<file path="src/rtl/uart_pkg.sv">
// rtl/uart_pkg.sv - shared types and constants for the UART receive path
//
// Purpose: receiver FSM state encoding, oversample checkpoints, data width
// and the default value read back when the receive FIFO is empty.
package uart_pkg;

  typedef enum logic [2:0] {
    IDLE,
    START,
    DATA,
    PARITY,
    STOP,
    WAIT_HIGH
  } rx_state_t;

  localparam logic [3:0]  OS_MID              = 4'd7;   // centre of the start bit
  localparam logic [3:0]  OS_LAST             = 4'd15;  // one full bit period later
  localparam int          DATA_BITS           = 8;
  localparam logic [31:0] DEFAULT_EMPTY_VALUE = 32'hFFFF_FFFF;

endpackage

</file>
<file path="src/rtl/uart_rx_fifo_if.sv">
// rtl/uart_rx_fifo_if.sv - serial line, pop handshake and status bundle
//
// Purpose: groups every non-clock/reset signal of uart_rx_fifo.
// Signals: rx (serial in), read_en (pop strobe), clear_err (flag clear),
//          read_data (head byte or empty value), empty, full, overrun,
//          frame_err, parity_err (only with UART_RX_PARITY_EN).
// master: the side driving the line and popping bytes; slave: the receiver.
interface uart_rx_fifo_if;

  logic        rx;
  logic        read_en;
  logic        clear_err;
  logic [31:0] read_data;
  logic        empty;
  logic        full;
  logic        overrun;
  logic        frame_err;
`ifdef UART_RX_PARITY_EN
  logic        parity_err;
`endif

  modport master (
    output rx, read_en, clear_err,
`ifdef UART_RX_PARITY_EN
    input  parity_err,
`endif
    input  read_data, empty, full, overrun, frame_err
  );

  modport slave (
    input  rx, read_en, clear_err,
`ifdef UART_RX_PARITY_EN
    output parity_err,
`endif
    output read_data, empty, full, overrun, frame_err
  );

endinterface

</file>
<file path="src/rtl/uart_byte_fifo.sv">
// rtl/uart_byte_fifo.sv - synchronous byte FIFO for received characters
//
// Purpose: DEPTH-entry byte queue with registered empty/full.
// Ports: clk, reset (async, active high), i_push/i_data (write),
//        i_pop (read), o_head (byte at read pointer), o_empty, o_full.
// A push while full is accepted only when a pop happens on the same edge;
// a pop while empty is ignored.
module uart_byte_fifo #(
  parameter int DEPTH = 16
) (
  input  logic       clk,
  input  logic       reset,
  input  logic       i_push,
  input  logic [7:0] i_data,
  input  logic       i_pop,
  output logic [7:0] o_head,
  output logic       o_empty,
  output logic       o_full
);

  localparam int             PTR_W = $clog2(DEPTH);
  localparam logic [PTR_W:0] CNT_ONE = 1;
  localparam logic [PTR_W:0] CNT_FULL = DEPTH[PTR_W:0];

  logic [7:0]       r_mem [DEPTH];
  logic [PTR_W-1:0] r_wr_ptr;
  logic [PTR_W-1:0] r_rd_ptr;
  logic [PTR_W:0]   r_count;
  logic [PTR_W:0]   w_count_next;
  logic             w_do_push;
  logic             w_do_pop;

  assign w_do_pop  = i_pop && !o_empty;
  assign w_do_push = i_push && (!o_full || w_do_pop);
  assign o_head    = r_mem[r_rd_ptr];

  always_comb begin
    w_count_next = r_count;
    if (w_do_push && !w_do_pop)
      w_count_next = r_count + CNT_ONE;
    else if (w_do_pop && !w_do_push)
      w_count_next = r_count - CNT_ONE;
  end

  always_ff @(posedge clk) begin
    if (w_do_push)
      r_mem[r_wr_ptr] <= i_data;
  end

  always_ff @(posedge clk or posedge reset) begin
    if (reset) begin
      r_wr_ptr <= '0;
      r_rd_ptr <= '0;
      r_count  <= '0;
      o_empty  <= 1'b1;
      o_full   <= 1'b0;
    end else begin
      if (w_do_push)
        r_wr_ptr <= r_wr_ptr + PTR_W'(1);
      if (w_do_pop)
        r_rd_ptr <= r_rd_ptr + PTR_W'(1);
      r_count <= w_count_next;
      o_empty <= (w_count_next == '0);
      o_full  <= (w_count_next == CNT_FULL);
    end
  end

endmodule

</file>
<file path="src/rtl/uart_rx_fifo.sv">
// rtl/uart_rx_fifo.sv - oversampling UART receiver feeding a byte FIFO
//
// Purpose: synchronises rx, frames 8N1 characters (8E1 when the macro
// UART_RX_PARITY_EN is defined) using a 16x oversample tick and buffers
// them in uart_byte_fifo.
// Ports: clk, reset (async, active high), bus (uart_rx_fifo_if.slave):
//        rx, read_en, clear_err in; read_data, empty, full, overrun,
//        frame_err (and parity_err with the macro) out.
module uart_rx_fifo
  import uart_pkg::*;
#(
  parameter int          BAUD_DIV    = 27,
  parameter int          FIFO_DEPTH  = 16,
  parameter logic [31:0] EMPTY_VALUE = DEFAULT_EMPTY_VALUE
) (
  input  logic          clk,
  input  logic          reset,
  uart_rx_fifo_if.slave bus
);

  localparam int              DIV_W   = (BAUD_DIV > 1) ? $clog2(BAUD_DIV) : 1;
  localparam logic [DIV_W-1:0] DIV_MAX = DIV_W'(BAUD_DIV - 1);
  localparam logic [2:0]      IDX_LAST = 3'(DATA_BITS - 1);

  rx_state_t            r_state;
  logic                 r_rx_meta;
  logic                 r_rx_s;
  logic [DIV_W-1:0]     r_div_cnt;
  logic [3:0]           r_os_cnt;
  logic [2:0]           r_bit_idx;
  logic [DATA_BITS-1:0] r_shift;
  logic                 r_overrun;
  logic                 r_frame_err;
  logic                 w_tick;
  logic                 w_push;
  logic                 w_overrun_set;
  logic [7:0]           w_head;
  logic                 w_empty;
  logic                 w_full;
`ifdef UART_RX_PARITY_EN
  logic                 r_par_bad;
  logic                 r_parity_err;
  assign bus.parity_err = r_parity_err;
`endif

  // Two-flop synchroniser, idles high so reset does not look like a start bit.
  always_ff @(posedge clk or posedge reset) begin
    if (reset) begin
      r_rx_meta <= 1'b1;
      r_rx_s    <= 1'b1;
    end else begin
      r_rx_meta <= bus.rx;
      r_rx_s    <= r_rx_meta;
    end
  end

  // Held at 0 in IDLE so the first tick of a frame lands BAUD_DIV clks after
  // the start edge is seen.
  always_ff @(posedge clk or posedge reset) begin
    if (reset)
      r_div_cnt <= '0;
    else if (r_state == IDLE || w_tick)
      r_div_cnt <= '0;
    else
      r_div_cnt <= r_div_cnt + DIV_W'(1);
  end

  assign w_tick = (r_state != IDLE) && (r_div_cnt == DIV_MAX);

`ifdef UART_RX_PARITY_EN
  assign w_push = w_tick && (r_state == STOP) && (r_os_cnt == OS_LAST) && r_rx_s && !r_par_bad;
`else
  assign w_push = w_tick && (r_state == STOP) && (r_os_cnt == OS_LAST) && r_rx_s;
`endif

  // A full FIFO only loses the byte when nothing leaves on the same edge.
  assign w_overrun_set = w_push && w_full && !bus.read_en;

  always_ff @(posedge clk or posedge reset) begin
    if (reset) begin
      r_state     <= IDLE;
      r_os_cnt    <= '0;
      r_bit_idx   <= '0;
      r_shift     <= '0;
      r_overrun   <= 1'b0;
      r_frame_err <= 1'b0;
`ifdef UART_RX_PARITY_EN
      r_par_bad    <= 1'b0;
      r_parity_err <= 1'b0;
`endif
    end else begin
      if (bus.clear_err) begin
        r_overrun   <= 1'b0;
        r_frame_err <= 1'b0;
`ifdef UART_RX_PARITY_EN
        r_parity_err <= 1'b0;
`endif
      end
      if (w_overrun_set)
        r_overrun <= 1'b1;

      case (r_state)
        IDLE: begin
          if (!r_rx_s) begin
            r_state  <= START;
            r_os_cnt <= '0;
          end
        end
        START: begin
          if (w_tick) begin
            if (r_os_cnt == OS_MID) begin
              r_os_cnt  <= '0;
              r_bit_idx <= '0;
              r_state   <= r_rx_s ? IDLE : DATA;
            end else begin
              r_os_cnt <= r_os_cnt + 4'd1;
            end
          end
        end
        DATA: begin
          if (w_tick) begin
            r_os_cnt <= r_os_cnt + 4'd1;
            if (r_os_cnt == OS_LAST) begin
              r_shift   <= {r_rx_s, r_shift[DATA_BITS-1:1]};
              r_bit_idx <= r_bit_idx + 3'd1;
              if (r_bit_idx == IDX_LAST) begin
`ifdef UART_RX_PARITY_EN
                r_state <= PARITY;
`else
                r_state <= STOP;
`endif
              end
            end
          end
        end
`ifdef UART_RX_PARITY_EN
        PARITY: begin
          if (w_tick) begin
            r_os_cnt <= r_os_cnt + 4'd1;
            if (r_os_cnt == OS_LAST) begin
              // Even parity: the parity bit equals the XOR of the data bits.
              r_par_bad <= (r_rx_s != ^r_shift);
              if (r_rx_s != ^r_shift)
                r_parity_err <= 1'b1;
              r_state <= STOP;
            end
          end
        end
`endif
        STOP: begin
          if (w_tick) begin
            r_os_cnt <= r_os_cnt + 4'd1;
            if (r_os_cnt == OS_LAST) begin
              if (r_rx_s) begin
                r_state <= IDLE;
              end else begin
                r_frame_err <= 1'b1;
                r_state     <= WAIT_HIGH;
              end
            end
          end
        end
        WAIT_HIGH: begin
          // A held-low line (break) must return high before a new start bit counts.
          if (r_rx_s)
            r_state <= IDLE;
        end
        default: r_state <= IDLE;
      endcase
    end
  end

  uart_byte_fifo #(
    .DEPTH (FIFO_DEPTH)
  ) u_fifo (
    .clk     (clk),
    .reset   (reset),
    .i_push  (w_push),
    .i_data  (r_shift),
    .i_pop   (bus.read_en),
    .o_head  (w_head),
    .o_empty (w_empty),
    .o_full  (w_full)
  );

  assign bus.read_data = w_empty ? EMPTY_VALUE : {24'h0, w_head};
  assign bus.empty     = w_empty;
  assign bus.full      = w_full;
  assign bus.overrun   = r_overrun;
  assign bus.frame_err = r_frame_err;

endmodule

</file>
<file path="src/flat_wrapper.sv">
// flat-port wrapper written by rule: the top's interface ports become plain ports
module uart_rx_fifo_flat import uart_pkg::*;
#(
  parameter int          BAUD_DIV    = 27,
  parameter int          FIFO_DEPTH  = 16,
  parameter logic [31:0] EMPTY_VALUE = DEFAULT_EMPTY_VALUE
)
  (clk, reset, bus_rx, bus_read_en, bus_clear_err, bus_read_data, bus_empty, bus_full, bus_overrun, bus_frame_err);
  uart_rx_fifo_if bus_i ();
  input  logic clk;
  input  logic reset;
  input wire logic [$bits(bus_i.rx)-1:0] bus_rx;
  input wire logic [$bits(bus_i.read_en)-1:0] bus_read_en;
  input wire logic [$bits(bus_i.clear_err)-1:0] bus_clear_err;
  output wire logic [$bits(bus_i.read_data)-1:0] bus_read_data;
  output wire logic [$bits(bus_i.empty)-1:0] bus_empty;
  output wire logic [$bits(bus_i.full)-1:0] bus_full;
  output wire logic [$bits(bus_i.overrun)-1:0] bus_overrun;
  output wire logic [$bits(bus_i.frame_err)-1:0] bus_frame_err;
  assign bus_i.rx = bus_rx;
  assign bus_i.read_en = bus_read_en;
  assign bus_i.clear_err = bus_clear_err;
  assign bus_read_data = bus_i.read_data;
  assign bus_empty = bus_i.empty;
  assign bus_full = bus_i.full;
  assign bus_overrun = bus_i.overrun;
  assign bus_frame_err = bus_i.frame_err;
  uart_rx_fifo #(.BAUD_DIV(BAUD_DIV), .FIFO_DEPTH(FIFO_DEPTH), .EMPTY_VALUE(EMPTY_VALUE)) u_core (.clk(clk), .reset(reset), .bus(bus_i));
endmodule
</file>
<file path="config.mk">
export PLATFORM = sky130hd
export DESIGN_NAME = uart_rx_fifo_flat
export DESIGN_NICKNAME = d
export VERILOG_FILES = /design/src/rtl/uart_pkg.sv /design/src/rtl/uart_rx_fifo_if.sv /design/src/rtl/uart_byte_fifo.sv /design/src/rtl/uart_rx_fifo.sv /design/src/flat_wrapper.sv
export SDC_FILE = /design/constraint.sdc
export NUM_CORES = 1
export LEC_CHECK = 0
export CELL_PAD_IN_SITES_DETAIL_PLACEMENT = 1
export CELL_PAD_IN_SITES_GLOBAL_PLACEMENT = 2
export CORE_MARGIN = 3
export CORE_UTILIZATION = 43
export DETAILED_ROUTE_END_ITERATION = 8
export DONT_BUFFER_PORTS = 1
export PLACE_DENSITY_LB_ADDON = 0.1
export SKIP_LAST_GASP = 1
export SLEW_MARGIN = 20
export SYNTH_ARGS = -nofsm -noshare
export SYNTH_HDL_FRONTEND = slang
export SYNTH_HIERARCHICAL = 1
export SYNTH_SLANG_ARGS = --single-unit
</file>
<file path="constraint.sdc">
create_clock -name clk -period 3.44 [get_ports clk]
set_input_delay 0.516 -clock clk [delete_from_list [all_inputs] [get_ports clk]]
set_output_delay 0.516 -clock clk [all_outputs]
set_load 0.05 [all_outputs]
</file>
==> results.cfg <==
[setup_path]
r2r_start = u_core/r_div_cnt[0]$_DFF_PP0_
arrival_ns = 2.73
cp-start-kind = register
reg2reg_depth = 11
crit_type = register to output pin
required_ns = 2.92
path_max_fanout = 15
r2r_slack_ns = 0.52
timing.rr.end = u_core/u_fifo/o_empty$_DFF_PP1_
end_kind = output pin

[clock_tree]
clockRootBuffer = clkbuf_16
clk_latency_ns = 0.43
cts_hold_buffers = 0
ctsResizeCount = 1
cts_tree = built
numCtsBuffers = 17
cts_setup_buffers = 0
cts_sinks = 170
htreeDepth = 4
clockBufferDepth = 2
path_clk_slew_ns = 0.07

[routing]
drt_first_pass_iters = 4
avgRoutedWirePerCell_um = 22.1
drtIter0Drc = 219
drc_errors = 0
routed_wl_um = 14900
dr_total_vias = 3678
detail_route.vias_per_cell = 5.47
postRouteAntennaNets = 0

[timing]
slew_viol_final = 0
worstMarginPinSlew_ns = 0.846
holdWs_ns = 0.0348
finalClockSkew_ns = 0.00639
fin_crit_sh = 0.944
final_hold_viol_count = 0
layout_min_cycle_time_ns = 3.25
fin_tns_setup_ns = 0
fmax_mhz = 308
maxSlewHeadroom = 0.436
setup_viol = 0
rsz0062_at_grt = no

[synthesis]
synth_top_area_frac = 0.521
synth_warnings = 6
syn_area_um2 = 7380
synth.distinct_cells = 59
synthTopCellsByArea = edfxtp_1 (52%), dfrtp_1 (13%), mux4_2 (9.8%), buf_4 (2.6%), ha_1 (2.0%)
async_flop_share = 0.247
synth-edff-count = 128
avgSynthCellArea_um2 = 16.4
synth_top_cell_by_area = edfxtp_1
synth_flop_cell = edfxtp_1
syn-num-nets = 467
ys_seq_area_frac = 0.664
ys_ff_latch = 170
synthCells = 450

[floorplan]
row_count = 47
die_h_um = 137
start_util = 0.442
ios = 41
dieWidth_um = 137
core_um2 = 16700
dieArea_um2 = 18800

[final_layout]
final_net_count = 457
syn_to_final_growth_pct = 10.5
instances_no_fill = 673
n_antenna_cell = 0
design_area_um2 = 8150
layout-drive-gt1-share = 0.238
post-route-util = 0.488

[place]
dp.final_hpwl_um = 9950
post-place-cells = 641
io_buffers = 0
gp_congestion = 0.762
placed_cell_area_um2 = 7550

[power_and_ir_drop]
vdd_drop_max_mv = 0.424
powerDensity_nw_per_um2 = 715
p_leak_uw = 0.00329

[run_status]
status = complete, no violations

[global_route]
grt_overflow = 0
grt_max_degree = 28
antenna_found_initial = 0
grt_pass1_wl_um = 23800
grt_pass1_vias = 4022
grt_usage = 0.175

[run]
maxCapViolations = 0

[hold_path]
hold_class = primary input to async pin
## synthesized netlist by cell type, types with 2 or more instances
master	instances
nor2b_1	12
o31ai_1	2
or2b_1	2
and2_1	3
mux2i_1	13
dfstp_2	3
a32oi_1	2
buf_4	26
ha_1	12
xnor2_1	10
inv_1	14
buf_6	2
nand2_1	17
or2_2	8
clkbuf_1	6
nor3b_1	2
and4_1	4
mux2_2	8
and3_1	9
nor4_1	2
o21ai_0	6
nor3_1	5
xor2_1	4
nand3_1	7
dfrtp_1	39
nand4_1	2
nor2_1	15
edfxtp_1	128
buf_2	5
mux2_4	2
a21oi_1	11
buf_1	3
a211oi_1	9
mux4_2	32
## how the worst max path moves through the flow
stage | from | slack [ns] | end | cells past startpoint
after CTS | u_core/u_fifo/r_rd_ptr[1]$_DFFE_PP0P_ | 0.07 | bus_read_data[6] | 5
after floorplan | u_core/r_div_cnt[0]$_DFF_PP0_ | 0.26 | u_core/u_fifo/r_mem[7][0]$_DFFE_PP_ | 8
after global routing | u_core/u_fifo/r_rd_ptr[1]$_DFFE_PP0P_ | 0.006 | bus_read_data[6] | 5
after global placement | u_core/u_fifo/r_rd_ptr[0]$_DFFE_PP0P_ | 0.50 | bus_read_data[6] | 5
final | u_core/u_fifo/r_rd_ptr[0]$_DFFE_PP0P_ | 0.19 | bus_read_data[1] | 5
after detailed placement | u_core/u_fifo/r_rd_ptr[0]$_DFFE_PP0P_ | 0.48 | bus_read_data[6] | 5
## area by class of cell
type                       instances  area, µm²
clock buffer                      17        425
clock inverter                    15        176
fill                            1595       8550
inverter                          14       52.6
multi-input combinational        224       2150
sequential                       170       4910
tap                              220        275
timing repair buffer              13        168
## stage by stage
| step | setup slack [ns] | power, µW |
|---|---|---|
| 2_1_floorplan | 0.256 | 3750 |
| 3_3_place_gp | 0.500 | 3940 |
| 3_5_place_dp | 0.484 | 3960 |
| 4_1_cts | 0.0664 | 5920 |
| 5_1_grt | 0.00580 | 6090 |
| 6_report | 0.193 | 5830 |
## registers in the layout, indices dropped and copies added (netlist names), 3 cells and up
signal	cells
u_core/r_os_cnt	4
u_core/u_fifo/r_wr_ptr	4
u_core/r_bit_idx	3
u_core/u_fifo/r_mem	128
u_core/u_fifo/r_count	5
u_core/u_fifo/r_rd_ptr	4
u_core/r_div_cnt	5
u_core/r_shift	8
u_core/r_state	3
## cell usage in the layout, fill, tap and decap left out, types with 3 or more instances in the layout
master,n
or2_2,8
nor2b_1,12
xor2_1,4
a211oi_1,9
nor3_1,5
inv_6,6
mux4_2,32
a21oi_1,11
mux2i_1,13
xnor2_1,10
mux2_2,8
nand3_1,7
clkbuf_16,17
and3_1,9
buf_4,8
nand2_1,17
buf_12,4
ha_1,12
inv_8,3
and4_1,4
inv_1,13
edfxtp_1,128
and2_1,3
nor2_1,15
dfrtp_1,38
o21ai_0,6
## metal layers
layer,share of wire,GRT usage
met1,0.44,0.222
met2,0.52,0.298
met3,0.030,0.0404
met4,0.013,0.0549
met5,0,0
## critical path, stage by stage, from the launching register on
cell and delay [ns]:
dfrtp_4 0.63, buf_4 0.25, mux4_2 0.50, a211oi_1 0.36, a21oi_1 0.10, or2_2 0.46
## cell families (layout without fill, tap and decap cells)
family | after synthesis | after routing | synth area share
AOI/OAI and AO/OA | 44 | 44 | 0.0434
xor gates and xnor gates | 14 | 14 | 0.0166
muxes | 55 | 55 | 0.132
buffers and inverters | 56 | 59 | 0.0446
and+or+nand+nor | 99 | 99 | 0.0794
adders and majority gates | 12 | 12 | 0.0204
DFF | 170 | 170 | 0.664
## where the power goes
group	internal, µW	switching [µW]
clock	1100	838
sequential	2250	282
combinational	458	903
total	3810	2020
Note: power is estimated with default switching activity, not from simulation.
